### config.mk
export PLATFORM = sky130hd
export DESIGN_NAME = expo_job_scheduler_flat
export DESIGN_NICKNAME = d
export VERILOG_FILES = /design/src/rtl/expo_job_scheduler_if.sv /design/src/rtl/expo_job_scheduler.sv /design/src/flat_wrapper.sv
export SDC_FILE = /design/constraint.sdc
export NUM_CORES = 1
export LEC_CHECK = 0
export CAP_MARGIN = 30
export CORE_ASPECT_RATIO = 0.8
export CORE_UTILIZATION = 47
export DETAILED_ROUTE_END_ITERATION = 6
export PLACE_DENSITY = 0.95
export SKIP_CTS_REPAIR_TIMING = 1
export SLEW_MARGIN = 20
export SYNTH_ARGS = -nofsm -noshare
export SYNTH_HDL_FRONTEND = slang
export SYNTH_SLANG_ARGS = --single-unit
export TNS_END_PERCENT = 20
### constraint.sdc
create_clock -name clk -period 5.4 [get_ports clk]
set_input_delay 0.81 -clock clk [delete_from_list [all_inputs] [get_ports clk]]
set_output_delay 0.81 -clock clk [all_outputs]
set_load 0.02 [all_outputs]
### src/rtl/expo_job_scheduler_if.sv
// Core-side link between the job scheduler (master) and the exponent core (slave).
// Handshake: go is a one-cycle start strobe with a/n stable from then on; a job is complete on the
// rising edge of done, when result is valid; clr aborts the core and has priority over everything else.
interface expo_job_scheduler_if #(
  parameter int DW = 8,
  parameter int RW = 16
);
  logic          core_go_o;
  logic [DW-1:0] core_a_o;
  logic [DW-1:0] core_n_o;
  logic          core_clr_o;
  logic          core_done_i;
  logic [RW-1:0] core_result_i;

  modport master (
    output core_go_o, core_a_o, core_n_o, core_clr_o,
    input  core_done_i, core_result_i
  );

  modport slave (
    input  core_go_o, core_a_o, core_n_o, core_clr_o,
    output core_done_i, core_result_i
  );
endinterface

### src/rtl/expo_job_scheduler.sv
// Round-robin sharing of one a^n core between two requesters, with a watchdog that aborts
// and clears a core that never signals completion.
module expo_job_scheduler #(
  parameter int DW      = 8,
  parameter int RW      = 16,
  parameter int TIMEOUT = 1023,
  parameter int TW      = 10
) (
  input  logic          clk,
  input  logic          rst,
  input  logic [1:0]    req_i,
  input  logic [DW-1:0] a0_i,
  input  logic [DW-1:0] n0_i,
  input  logic [DW-1:0] a1_i,
  input  logic [DW-1:0] n1_i,
  output logic [1:0]    done_o,
  output logic          err_o,
  output logic [RW-1:0] result_o,
  output logic [1:0]    grant_o,
  output logic          busy_o,
  output logic [7:0]    jobs_o,
  output logic [2:0]    state_o,
  expo_job_scheduler_if.master core
);

  typedef enum logic [2:0] {
    S_IDLE   = 3'd0,
    S_LAUNCH = 3'd1,
    S_WAIT   = 3'd2,
    S_DONE   = 3'd3,
    S_ABORT1 = 3'd4,
    S_ABORT2 = 3'd5
  } state_t;

  // Last value the watchdog holds before the increment that reaches TIMEOUT.
  localparam logic [TW-1:0] WD_LAST = TW'(TIMEOUT - 1);

  state_t        state_q;
  logic          last_grant_q;
  logic          done_prev_q;
  logic [TW-1:0] wd_q;
  logic [1:0]    grant_q;
  logic [1:0]    done_q;
  logic          err_q;
  logic [RW-1:0] result_q;
  logic [7:0]    jobs_q;
  logic          go_q;
  logic          clr_q;
  logic [DW-1:0] a_q;
  logic [DW-1:0] n_q;

  logic win_d;
  logic done_edge;

  always_comb begin
    win_d = 1'b0;
    if (req_i == 2'b10)      win_d = 1'b1;
    else if (req_i == 2'b11) win_d = ~last_grant_q;
  end

  // A done level left high by an earlier job must not complete the current one.
  assign done_edge = core.core_done_i & ~done_prev_q;

  always_ff @(posedge clk or negedge rst) begin
    if (!rst) begin
      state_q      <= S_IDLE;
      last_grant_q <= 1'b1;
      done_prev_q  <= 1'b0;
      wd_q         <= '0;
      grant_q      <= 2'b00;
      done_q       <= 2'b00;
      err_q        <= 1'b0;
      result_q     <= '0;
      jobs_q       <= 8'd0;
      go_q         <= 1'b0;
      clr_q        <= 1'b0;
      a_q          <= '0;
      n_q          <= '0;
    end else begin
      done_prev_q <= core.core_done_i;
      go_q        <= 1'b0;
      done_q      <= 2'b00;
      case (state_q)
        S_IDLE: begin
          if (req_i != 2'b00) begin
            a_q          <= win_d ? a1_i : a0_i;
            n_q          <= win_d ? n1_i : n0_i;
            grant_q      <= win_d ? 2'b10 : 2'b01;
            last_grant_q <= win_d;
            go_q         <= 1'b1;
            wd_q         <= '0;
            state_q      <= S_LAUNCH;
          end
        end
        S_LAUNCH: state_q <= S_WAIT;
        S_WAIT: begin
          if (done_edge) begin
            result_q <= core.core_result_i;
            done_q   <= grant_q;
            err_q    <= 1'b0;
            jobs_q   <= jobs_q + 8'd1;
            state_q  <= S_DONE;
          end else begin
            wd_q <= wd_q + 1'b1;
            if (wd_q == WD_LAST) begin
              clr_q   <= 1'b1;
              state_q <= S_ABORT1;
            end
          end
        end
        S_DONE: begin
          grant_q <= 2'b00;
          state_q <= S_IDLE;
        end
        S_ABORT1: begin
          done_q   <= grant_q;
          err_q    <= 1'b1;
          result_q <= '0;
          jobs_q   <= jobs_q + 8'd1;
          state_q  <= S_ABORT2;
        end
        S_ABORT2: begin
          clr_q   <= 1'b0;
          grant_q <= 2'b00;
          state_q <= S_IDLE;
        end
        default: state_q <= S_IDLE;
      endcase
    end
  end

  assign done_o          = done_q;
  assign err_o           = err_q;
  assign result_o        = result_q;
  assign grant_o         = grant_q;
  assign busy_o          = (state_q != S_IDLE);
  assign jobs_o          = jobs_q;
  assign state_o         = state_q;
  assign core.core_go_o  = go_q;
  assign core.core_a_o   = a_q;
  assign core.core_n_o   = n_q;
  assign core.core_clr_o = clr_q;

endmodule

### src/flat_wrapper.sv
// flat-port wrapper written by rule: the top's interface ports become plain ports
module expo_job_scheduler_flat 
#(
  parameter int DW      = 8,
  parameter int RW      = 16,
  parameter int TIMEOUT = 1023,
  parameter int TW      = 10
)
  (clk, rst, req_i, a0_i, n0_i, a1_i, n1_i, done_o, err_o, result_o, grant_o, busy_o, jobs_o, state_o, core_core_go_o, core_core_a_o, core_core_n_o, core_core_clr_o, core_core_done_i, core_core_result_i);
  expo_job_scheduler_if #(.DW(DW), .RW(RW)) core_i ();
  input  logic clk;
  input  logic rst;
  input  logic [1:0] req_i;
  input  logic [DW-1:0] a0_i;
  input  logic [DW-1:0] n0_i;
  input  logic [DW-1:0] a1_i;
  input  logic [DW-1:0] n1_i;
  output logic [1:0] done_o;
  output logic err_o;
  output logic [RW-1:0] result_o;
  output logic [1:0] grant_o;
  output logic busy_o;
  output logic [7:0] jobs_o;
  output logic [2:0] state_o;
  output wire logic [$bits(core_i.core_go_o)-1:0] core_core_go_o;
  output wire logic [$bits(core_i.core_a_o)-1:0] core_core_a_o;
  output wire logic [$bits(core_i.core_n_o)-1:0] core_core_n_o;
  output wire logic [$bits(core_i.core_clr_o)-1:0] core_core_clr_o;
  input wire logic [$bits(core_i.core_done_i)-1:0] core_core_done_i;
  input wire logic [$bits(core_i.core_result_i)-1:0] core_core_result_i;
  assign core_core_go_o = core_i.core_go_o;
  assign core_core_a_o = core_i.core_a_o;
  assign core_core_n_o = core_i.core_n_o;
  assign core_core_clr_o = core_i.core_clr_o;
  assign core_i.core_done_i = core_core_done_i;
  assign core_i.core_result_i = core_core_result_i;
  expo_job_scheduler #(.DW(DW), .RW(RW), .TIMEOUT(TIMEOUT), .TW(TW)) u_core (.clk(clk), .rst(rst), .req_i(req_i), .a0_i(a0_i), .n0_i(n0_i), .a1_i(a1_i), .n1_i(n1_i), .done_o(done_o), .err_o(err_o), .result_o(result_o), .grant_o(grant_o), .busy_o(busy_o), .jobs_o(jobs_o), .state_o(state_o), .core(core_i));
endmodule
==> flow_summary.yaml, run 1 <==
clocking:
  clock-sinks: 62
  cts_buffer_depth: 2
  cts_made_buffers: 9
  clk_latency_ps: 340
  cts_tree: "yes"
  htree_levels: 3
  root_buffer: "clkbuf_8"
  path_clk_slew_ps: 70
setup_path:
  r2r-end: "u_core.wd_q[3]"
  cp.arrival_ps: 2030
  start_kind: "flop"
  path_max_fanout: 14
  cp.required_ps: 4590
  timing.rr.start: "u_core.state_o[0]"
  reg2regPathDepth: 6
  worstSetupPathType: "flop to primary output"
  end_kind: "primary output"
  r2r_slack_ps: 3070
synth:
  syn_area_sq_um: 2700
  ys_ff_latch: 62
  syn_inst: 246
  yosysWarnings: 0
  yosysUniqueCellTypes: 41
  syn_nets: 302
  yosysSeqAreaShare_pct: 57.6
  avgSynthCellArea_sq_um: 11.0
placement:
  dp.cells: 416
  portBuffers: 103
  pre_cts_ws_ps: 2520
  dp_hpwl_um: 4640
  place_congestion: 0.845
  placed_area_sq_um: 3790
final_layout:
  drive_above_1_share_pct: 6.76
  final_util_pct: 73.5
  insertedDiodeCount: 0
  layout_commonest_cell: "clkdlybuf4s50_1"
  syn_to_final_growth_pct: 49.7
  stdcell_area_sq_um: 4040
  nets: 406
  layoutNonFillerInstCount: 433
  final_cell_mix: "clkdlybuf4s50_1 (102), dfrtp_1 (61), nand2_1 (32)"
global_route:
  grt_pass1_wl_um: 11500
  grt_pass1_vias: 2364
  gr-total-overflow: 0
  grt_usage_pct: 25.3
  grt_max_degree: 63
  antenna_found_initial: 0
detailed_routing:
  avgViaCountPerCell: 5.30
  drtPass1Iterations: 5
  wl_um: 6840
  dr.first_iter.drc_count: 106
  ant_nets: 0
  via_count: 2293
  wl_per_cell_um: 15.8
  drc: 0
sta:
  min_period_ps: 2840
  timing.final.ws_setup_ps: 2560
  fin_skew_ps: 10.4
  fin_crit_sh_pct: 52.7
  drv_slew: 0
  slew_headroom_pct: 48.8
  grt_setup_unrepaired: "no"
  setup_viol: 0
  finalHoldViolations: 0
  timing.hold.ws_ps: 477
  tns_ps: 0
  max_freq_mhz: 352
  worstMarginPinSlew_ps: 768
min_path:
  hold_start: "u_core.jobs_o[7]"
  hp-class: "flop to flop"
  holdPathEnd: "u_core.jobs_o[7]"
  hold_depth: 1
die:
  row_count: 24
  core_sq_um: 5500
  initial_core_util_pct: 49.1
  fp.dieH_um: 69.7
  chipWidth_um: 86.7
  num_io_pins: 104
  die_area_sq_um: 6050
pwr:
  vdd_drop_max_mv: 0.305
  powerDensity_nw_per_um2: 531
  p_leak_nw: 1.74
  total_power_mw: 2.14
run:
  cap_violations: 0
outcome:
  status: "finished clean"
## critical path, stage by stage, from the launching register on
cell,delay [ps]
dfrtp_1,530
nor3_1,540
inv_1,80
clkdlybuf4s50_1,550
## sequential cells by signal (all words and copies together) (netlist names)
name                    cells
u_core.done_prev_q          1
u_core.wd_q                10
u_core.core.core_clr_o      1
u_core.result_o            16
u_core.grant_o              2
u_core.last_grant_q         1
u_core.core.core_n_o        8
u_core.jobs_o               8
u_core.done_o               2
u_core.err_o                1
u_core.core.core_go_o       1
u_core.core.core_a_o        8
u_core.state_o              3
## cells in the mapped netlist
| master | instances | area (sq um) |
|---|---|---|
| o21ai_0 | 22 | 110 |
| and2_1 | 1 | 6.26 |
| xnor2_1 | 8 | 70.1 |
| nor3_1 | 6 | 30.0 |
| a21o_1 | 2 | 15.0 |
| clkbuf_1 | 9 | 33.8 |
| a31oi_1 | 1 | 6.26 |
| nand3_1 | 7 | 35.0 |
| o22ai_1 | 1 | 6.26 |
| inv_1 | 6 | 22.5 |
| buf_4 | 1 | 7.51 |
| o211ai_1 | 1 | 7.51 |
| and4_1 | 1 | 8.76 |
| o31ai_1 | 2 | 15.0 |
| nand2b_1 | 2 | 12.5 |
| nand2_1 | 32 | 120 |
| a221o_1 | 1 | 10.0 |
| mux2_2 | 1 | 11.3 |
| o21a_1 | 1 | 7.51 |
| ha_1 | 3 | 37.5 |
| or4_1 | 2 | 15.0 |
| a311o_1 | 1 | 10.0 |
| mux2i_1 | 18 | 180 |
| or4bb_1 | 1 | 11.3 |
| buf_1 | 1 | 3.75 |
| a22oi_1 | 1 | 7.51 |
| a22o_1 | 16 | 140 |
| nand4_1 | 5 | 31.3 |
| a21oi_1 | 7 | 35.0 |
| xor2_1 | 1 | 8.76 |
| or3_1 | 2 | 12.5 |
| a21boi_0 | 1 | 7.51 |
| nor2b_1 | 3 | 18.8 |
| buf_2 | 2 | 10.0 |
| nor2_1 | 9 | 33.8 |
| dfstp_2 | 1 | 26.3 |
| or3b_1 | 1 | 8.76 |
| and3_1 | 2 | 12.5 |
| nor4_1 | 2 | 12.5 |
| dfrtp_1 | 61 | 1530 |
| or3_4 | 1 | 11.3 |
## per-layer routing
layer | vias to the layer above | wire (um) | GRT usage (%)
met5 | - | 0 | 0
met4 | 0 | 140 | 9.81
met3 | 16 | 447 | 7.50
met2 | 85 | 3360 | 41.2
met1 | 1110 | 2890 | 31.6
li1 | 1082 | - | -
## power by group
part | internal, mW | leakage [nW] | switching (mW)
Sequential | 0.628 | 0.783 | 0.138
Combinational | 0.436 | 0.834 | 0.466
Clock | 0.297 | 0.120 | 0.176
## kinds of logic after synthesis
logic type / count (synthesis) / share of synthesized area, %
flip-flops: 62 / 57.6
XOR/XNOR: 9 / 2.92
adder cells (fa/ha/maj): 3 / 1.39
AND/OR/NAND/NOR: 77 / 14.1
AO/OA/AOI/OAI: 57 / 14.0
buffers and inverters: 19 / 2.88
multiplexers: 19 / 7.10
## area by class of cell
class / count / area, sq um
fill: 369 / 1460
inverter: 6 / 22.5
multi-input combinational: 165 / 1080
sequential: 62 / 1550
clock buffer: 13 / 169
timing repair buffer: 106 / 1050
clock inverter: 3 / 65.1
tap: 78 / 97.6
## how the worst max path moves through the flow
stage                      start          endpoint  slack, ps  cells after the start
3_5_place_dp    core_core_done_i  u_core.jobs_o[7]       2520                      5
3_3_place_gp    core_core_done_i  u_core.jobs_o[7]       2590                      5
4_1_cts        u_core.state_o[0]            busy_o       2530                      3
2_1_floorplan  u_core.state_o[1]    u_core.wd_q[9]       3230                      6
5_1_grt        u_core.state_o[0]            busy_o       2450                      3
6_report       u_core.state_o[0]            busy_o       2560                      3
Power figures use the tool's default switching activity.
==> run 2: changes to the inputs <==
--- a/config.mk
+++ b/config.mk
@@ -7,9 +7,9 @@
 export LEC_CHECK = 0
 export CAP_MARGIN = 30
 export CORE_ASPECT_RATIO = 0.8
-export CORE_UTILIZATION = 47
+export CORE_UTILIZATION = 39
 export DETAILED_ROUTE_END_ITERATION = 6
-export PLACE_DENSITY = 0.95
+export PLACE_DENSITY = 0.87
 export SKIP_CTS_REPAIR_TIMING = 1
 export SLEW_MARGIN = 20
 export SYNTH_ARGS = -nofsm -noshare
==> constraint.sdc (replaced) <==
create_clock -name clk -period 2.6 [get_ports clk]
set_input_delay 0.39 -clock clk [delete_from_list [all_inputs] [get_ports clk]]
set_output_delay 0.39 -clock clk [all_outputs]
set_load 0.02 [all_outputs]
==> flow_summary.yaml, run 2 (same netlist as run 1, synthesis figures left out) <==
outcome:
  status: "finished clean"
placement:
  portBuffers: 103
  dp_hpwl_um: 4760
  placed_area_sq_um: 3840
  dp.cells: 427
  pre_cts_ws_ps: 239
  place_congestion: 0.807
global_route:
  grt_max_degree: 40
  grt_usage_pct: 19.8
  grt_pass1_wl_um: 11100
  gr-total-overflow: 0
  antenna_found_initial: 0
  grt_pass1_vias: 2312
final_layout:
  insertedDiodeCount: 0
  drive_above_1_share_pct: 8.08
  final_util_pct: 62.0
  nets: 410
  syn_to_final_growth_pct: 50.3
  stdcell_area_sq_um: 4050
  layoutNonFillerInstCount: 443
  fillCellCount: 525
  largest_reg_flops: 16
  final_cell_mix: "clkdlybuf4s50_1 (102), dfrtp_1 (61), nand2_1 (32)"
  layout_commonest_cell: "clkdlybuf4s50_1"
setup_path:
  cp.arrival_ps: 2050
  cp.buffers_inverters: 3
  setup.worst_path.start: "u_core.state_o[0]"
  cp.required_ps: 2210
  critical_path.max_stage_delay_ps: 550
  start_kind: "flop"
  endpoint: "busy_o"
  path_max_fanout: 8
  worstSetupPathType: "flop to primary output"
  slowest_stage: "clkdlybuf4s50_1"
  cp.depth: 4
  timing.rr.start: "u_core.state_o[2]"
  end_kind: "primary output"
  crit_family: "buffers and inverters"
  path_cells: "buf_4 -> nor3_1 -> inv_1 -> clkdlybuf4s50_1"
  reg2regPathDepth: 4
  r2r-end: "u_core.wd_q[9]"
  r2r_slack_ps: 410
sta:
  min_period_ps: 2440
  finalHoldViolations: 0
  grt_setup_unrepaired: "no"
  setup_viol: 0
  fin_crit_sh_pct: 94.0
  drv_slew: 0
  fin_skew_ps: 10.0
  slew_headroom_pct: 55.2
  tns_ps: 0
  timing.hold.ws_ps: 87.3
  max_freq_mhz: 409
  worstMarginPinSlew_ps: 673
  timing.final.ws_setup_ps: 155
clocking:
  htree_levels: 3
  path_clk_slew_ps: 70
  clk_latency_ps: 340
  cts_tree: "yes"
  cts_made_buffers: 9
  cts_buffer_depth: 2
  clock-sinks: 62
  root_buffer: "clkbuf_8"
detailed_routing:
  wl_um: 6550
  drc: 0
  drtPass1Iterations: 4
  dr.first_iter.drc_count: 160
  via_count: 2273
  wl_per_cell_um: 14.8
  avgViaCountPerCell: 5.13
  ant_nets: 0
pwr:
  powerDensity_nw_per_um2: 1070
  p_leak_nw: 1.73
  total_power_mw: 4.33
  vdd_drop_max_mv: 0.714
die:
  die_area_sq_um: 7250
  initial_core_util_pct: 41.2
  fp.dieH_um: 76.4
  core_sq_um: 6540
  chipWidth_um: 95.0
  num_io_pins: 104
  row_count: 26
run:
  cap_violations: 0
min_path:
  hp-class: "input pin to asynchronous set/reset pin"
## run 2: layout make-up
class,count,area (sq um),area share (%)
Clock buffer,11,151,3.73
Clock inverter,5,57.6,1.42
Inverter,6,22.5,0.556
Multi-Input combinational cell,165,1070,26.5
Sequential cell,62,1550,38.3
Tap cell,84,105,2.59
Timing Repair Buffer,110,1090,26.9
## run 2: per-layer routing
layer | track usage (%) | wire length (um)
met2 | 31.0 | 3150
met5 | 0 | 0
met1 | 26.3 | 2940
met3 | 6.69 | 418
met4 | 5.45 | 44
## run 2: power by group
part           total [mW]  switching (mW)  internal, mW
Clock               0.870           0.378         0.493
Combinational        1.89           0.966         0.928
Sequential           1.57           0.261          1.31
Total                4.33            1.61          2.73
## run 2: how the worst min path moves through the flow
stage               slack [ps]                       to
floorplan                   90  u_core.core.core_a_o[0]
global placement           450    u_core.core.core_go_o
detailed placement         460    u_core.core.core_go_o
CTS                        100        u_core.state_o[2]
global route               130    u_core.core.core_go_o
finish                      90    u_core.core.core_go_o
==> run 3: changes to the inputs <==
--- a/config.mk
+++ b/config.mk
@@ -5,11 +5,14 @@
 export SDC_FILE = /design/constraint.sdc
 export NUM_CORES = 1
 export LEC_CHECK = 0
+export ABC_AREA = 1
 export CAP_MARGIN = 30
 export CORE_ASPECT_RATIO = 0.8
-export CORE_UTILIZATION = 39
+export CORE_UTILIZATION = 41
 export DETAILED_ROUTE_END_ITERATION = 6
-export PLACE_DENSITY = 0.87
+export GPL_TIMING_DRIVEN = 0
+export PLACE_DENSITY = 0.89
+export REMOVE_ABC_BUFFERS = 1
 export SKIP_CTS_REPAIR_TIMING = 1
 export SLEW_MARGIN = 20
 export SYNTH_ARGS = -nofsm -noshare
==> flow_summary.yaml, run 3 <==
outcome:
  status: "finished clean"
setup_path:
  crit_family: "buffers and inverters"
  start_kind: "input pin"
  critical_path.max_stage_delay_ps: 950
  cp.required_ps: 2840
  critPathMostFrequentCell: "inv_1"
  slowest_stage: "clkdlybuf4s50_1"
  cp.buffers_inverters: 3
  path_cells: "clkdlybuf4s50_1 -> inv_1 -> nand2_1 -> nand3_4 -> inv_1 -> nand3_1 -> o21ai_0"
  worstSetupPathType: "input pin to flop"
  path_max_fanout: 44
  end_kind: "flop"
  cp.arrival_ps: 2590
final_layout:
  final_cell_mix: "nand2_1 (118), clkdlybuf4s50_1 (102), dfrtp_1 (61)"
  layout_commonest_cell: "nand2_1"
  syn_to_final_growth_pct: 43.9
  final_util_pct: 61.5
  stdcell_area_sq_um: 4280
  insertedDiodeCount: 0
  layoutNonFillerInstCount: 546
  nets: 511
  largest_reg_flops: 16
  drive_above_1_share_pct: 8.06
pwr:
  total_power_mw: 4.81
  p_leak_nw: 2.02
  powerDensity_nw_per_um2: 1120
  vdd_drop_max_mv: 0.456
global_route:
  grt_usage_pct: 20.3
  grt_pass1_wl_um: 12300
  antenna_found_initial: 0
  gr-total-overflow: 0
  grt_pass1_vias: 2764
  grt_max_degree: 49
sta:
  fin_crit_sh_pct: 90.6
  fin_skew_ps: 8.53
  setup_viol: 0
  timing.final.ws_setup_ps: 244
  timing.hold.ws_ps: 459
  finalHoldViolations: 0
  max_freq_mhz: 424
  worstMarginPinSlew_ps: 731
  grt_setup_unrepaired: "no"
  tns_ps: 0
  drv_slew: 0
  slew_headroom_pct: 51.1
  min_period_ps: 2360
synth:
  yosysUniqueCellTypes: 30
  synth_area_leader_cell: "dfrtp_1"
  synth_compound_area_share_pct: 10.1
  syn_inst: 351
  ys.flop_type: "dfrtp_1"
  synthArstFlopShare_pct: 100
  netlist_top_cells_area: "dfrtp_1 (51%), nand2_1 (15%), nor2_1 (5.2%)"
  synthXorXnorAreaFrac_pct: 0.547
  synth_top_cell_area_share_pct: 51.3
  synthAdderAreaFrac_pct: 1.26
  yosys.area_share.simple_pct: 29.0
  syn_area_sq_um: 2980
  yosys-top-cells-count: "nand2_1 (118), dfrtp_1 (61), nor2_1 (41)"
  synth_top_family_by_area: "simple AND/OR/NAND/NOR gates"
  avgSynthCellArea_sq_um: 8.48
  synth_edf_count: 0
  ys_ff_latch: 62
  yosysSeqAreaShare_pct: 52.2
  yosysMostFrequentCell: "nand2_1"
  yosysWarnings: 0
  muxShareOfSynthArea_pct: 0
placement:
  pre_cts_ws_ps: -367
  place_congestion: 0.794
  placed_area_sq_um: 4040
  dp_hpwl_um: 5270
  portBuffers: 103
  dp.cells: 530
die:
  chipWidth_um: 97.2
  row_count: 27
  fp.dieH_um: 78.2
  initial_core_util_pct: 42.8
  core_sq_um: 6960
  num_io_pins: 104
  die_area_sq_um: 7600
detailed_routing:
  drc: 0
  ant_nets: 0
  wl_um: 7400
  drtPass1Iterations: 4
  dr.first_iter.drc_count: 189
  wl_per_cell_um: 13.5
  avgViaCountPerCell: 5.04
  via_count: 2751
clocking:
  path_clk_slew_ps: 70
  clk_latency_ps: 330
  cts_buffer_depth: 2
  htree_levels: 3
  root_buffer: "clkbuf_8"
  cts_tree: "yes"
  clock-sinks: 62
  cts_made_buffers: 9
run:
  cap_violations: 0
min_path:
  hp-class: "input pin to asynchronous set/reset pin"
==> run 3: cell type report <==
class,instances,area [sq um]
clock buffer,12,155
clock inverter,3,67.6
fill,598,2680
inverter,28,108
multi-input combinational,249,1220
sequential,62,1550
tap,87,109
timing repair buffer,105,1070
==> run 3: kinds of logic after synthesis <==
family,after synthesis
adder cells (fa/ha/maj),3
XOR/XNOR,1
buffers and inverters,40
AO/OA/AOI/OAI,49
flip-flops,62
AND/OR/NAND/NOR,196
==> run 3: worst reg2reg max path: stages, from the launching register on <==
cell,delay (ps)
dfrtp_1,470
nor2_4,190
nand3_4,400
inv_1,310
nand3_1,130
o21ai_0,150
==> run 3: worst paths after layout <==
kind | to | slack [ps] | startpoint | depth (start not counted)
worst max-delay path | u_core.grant_o[1] | 240 | req_i[1] | 7
worst min-delay path | u_core.jobs_o[3] | 460 | rst | 2
worst max register to register | u_core.grant_o[1] | 860 | u_core.state_o[0] | 5
worst min register to register | u_core.last_grant_q | 480 | u_core.last_grant_q | 2
max in group asynchronous | u_core.last_grant_q | 1580 | rst | 3
min in group clk | u_core.last_grant_q | 480 | u_core.last_grant_q | 2
==> run 3: layer usage <==
metal  track usage (%)  vias to the layer above  part of all wire (%)
met5                 0                        -                     0
met3              7.12                        8                   6.1
met4              7.35                        0                   1.3
li1                  -                     1329                     -
met1              24.0                     1324                    42
met2              34.4                       90                    51
==> run 3: report_power, final <==
group          switching, mW  total (mW)  leakage [nW]  internal (mW)
Sequential             0.264        1.59         0.799           1.33
Combinational           1.31        2.27          1.11          0.965
Clock                  0.363       0.951         0.109          0.588
Total                   1.93        4.81          2.02           2.88
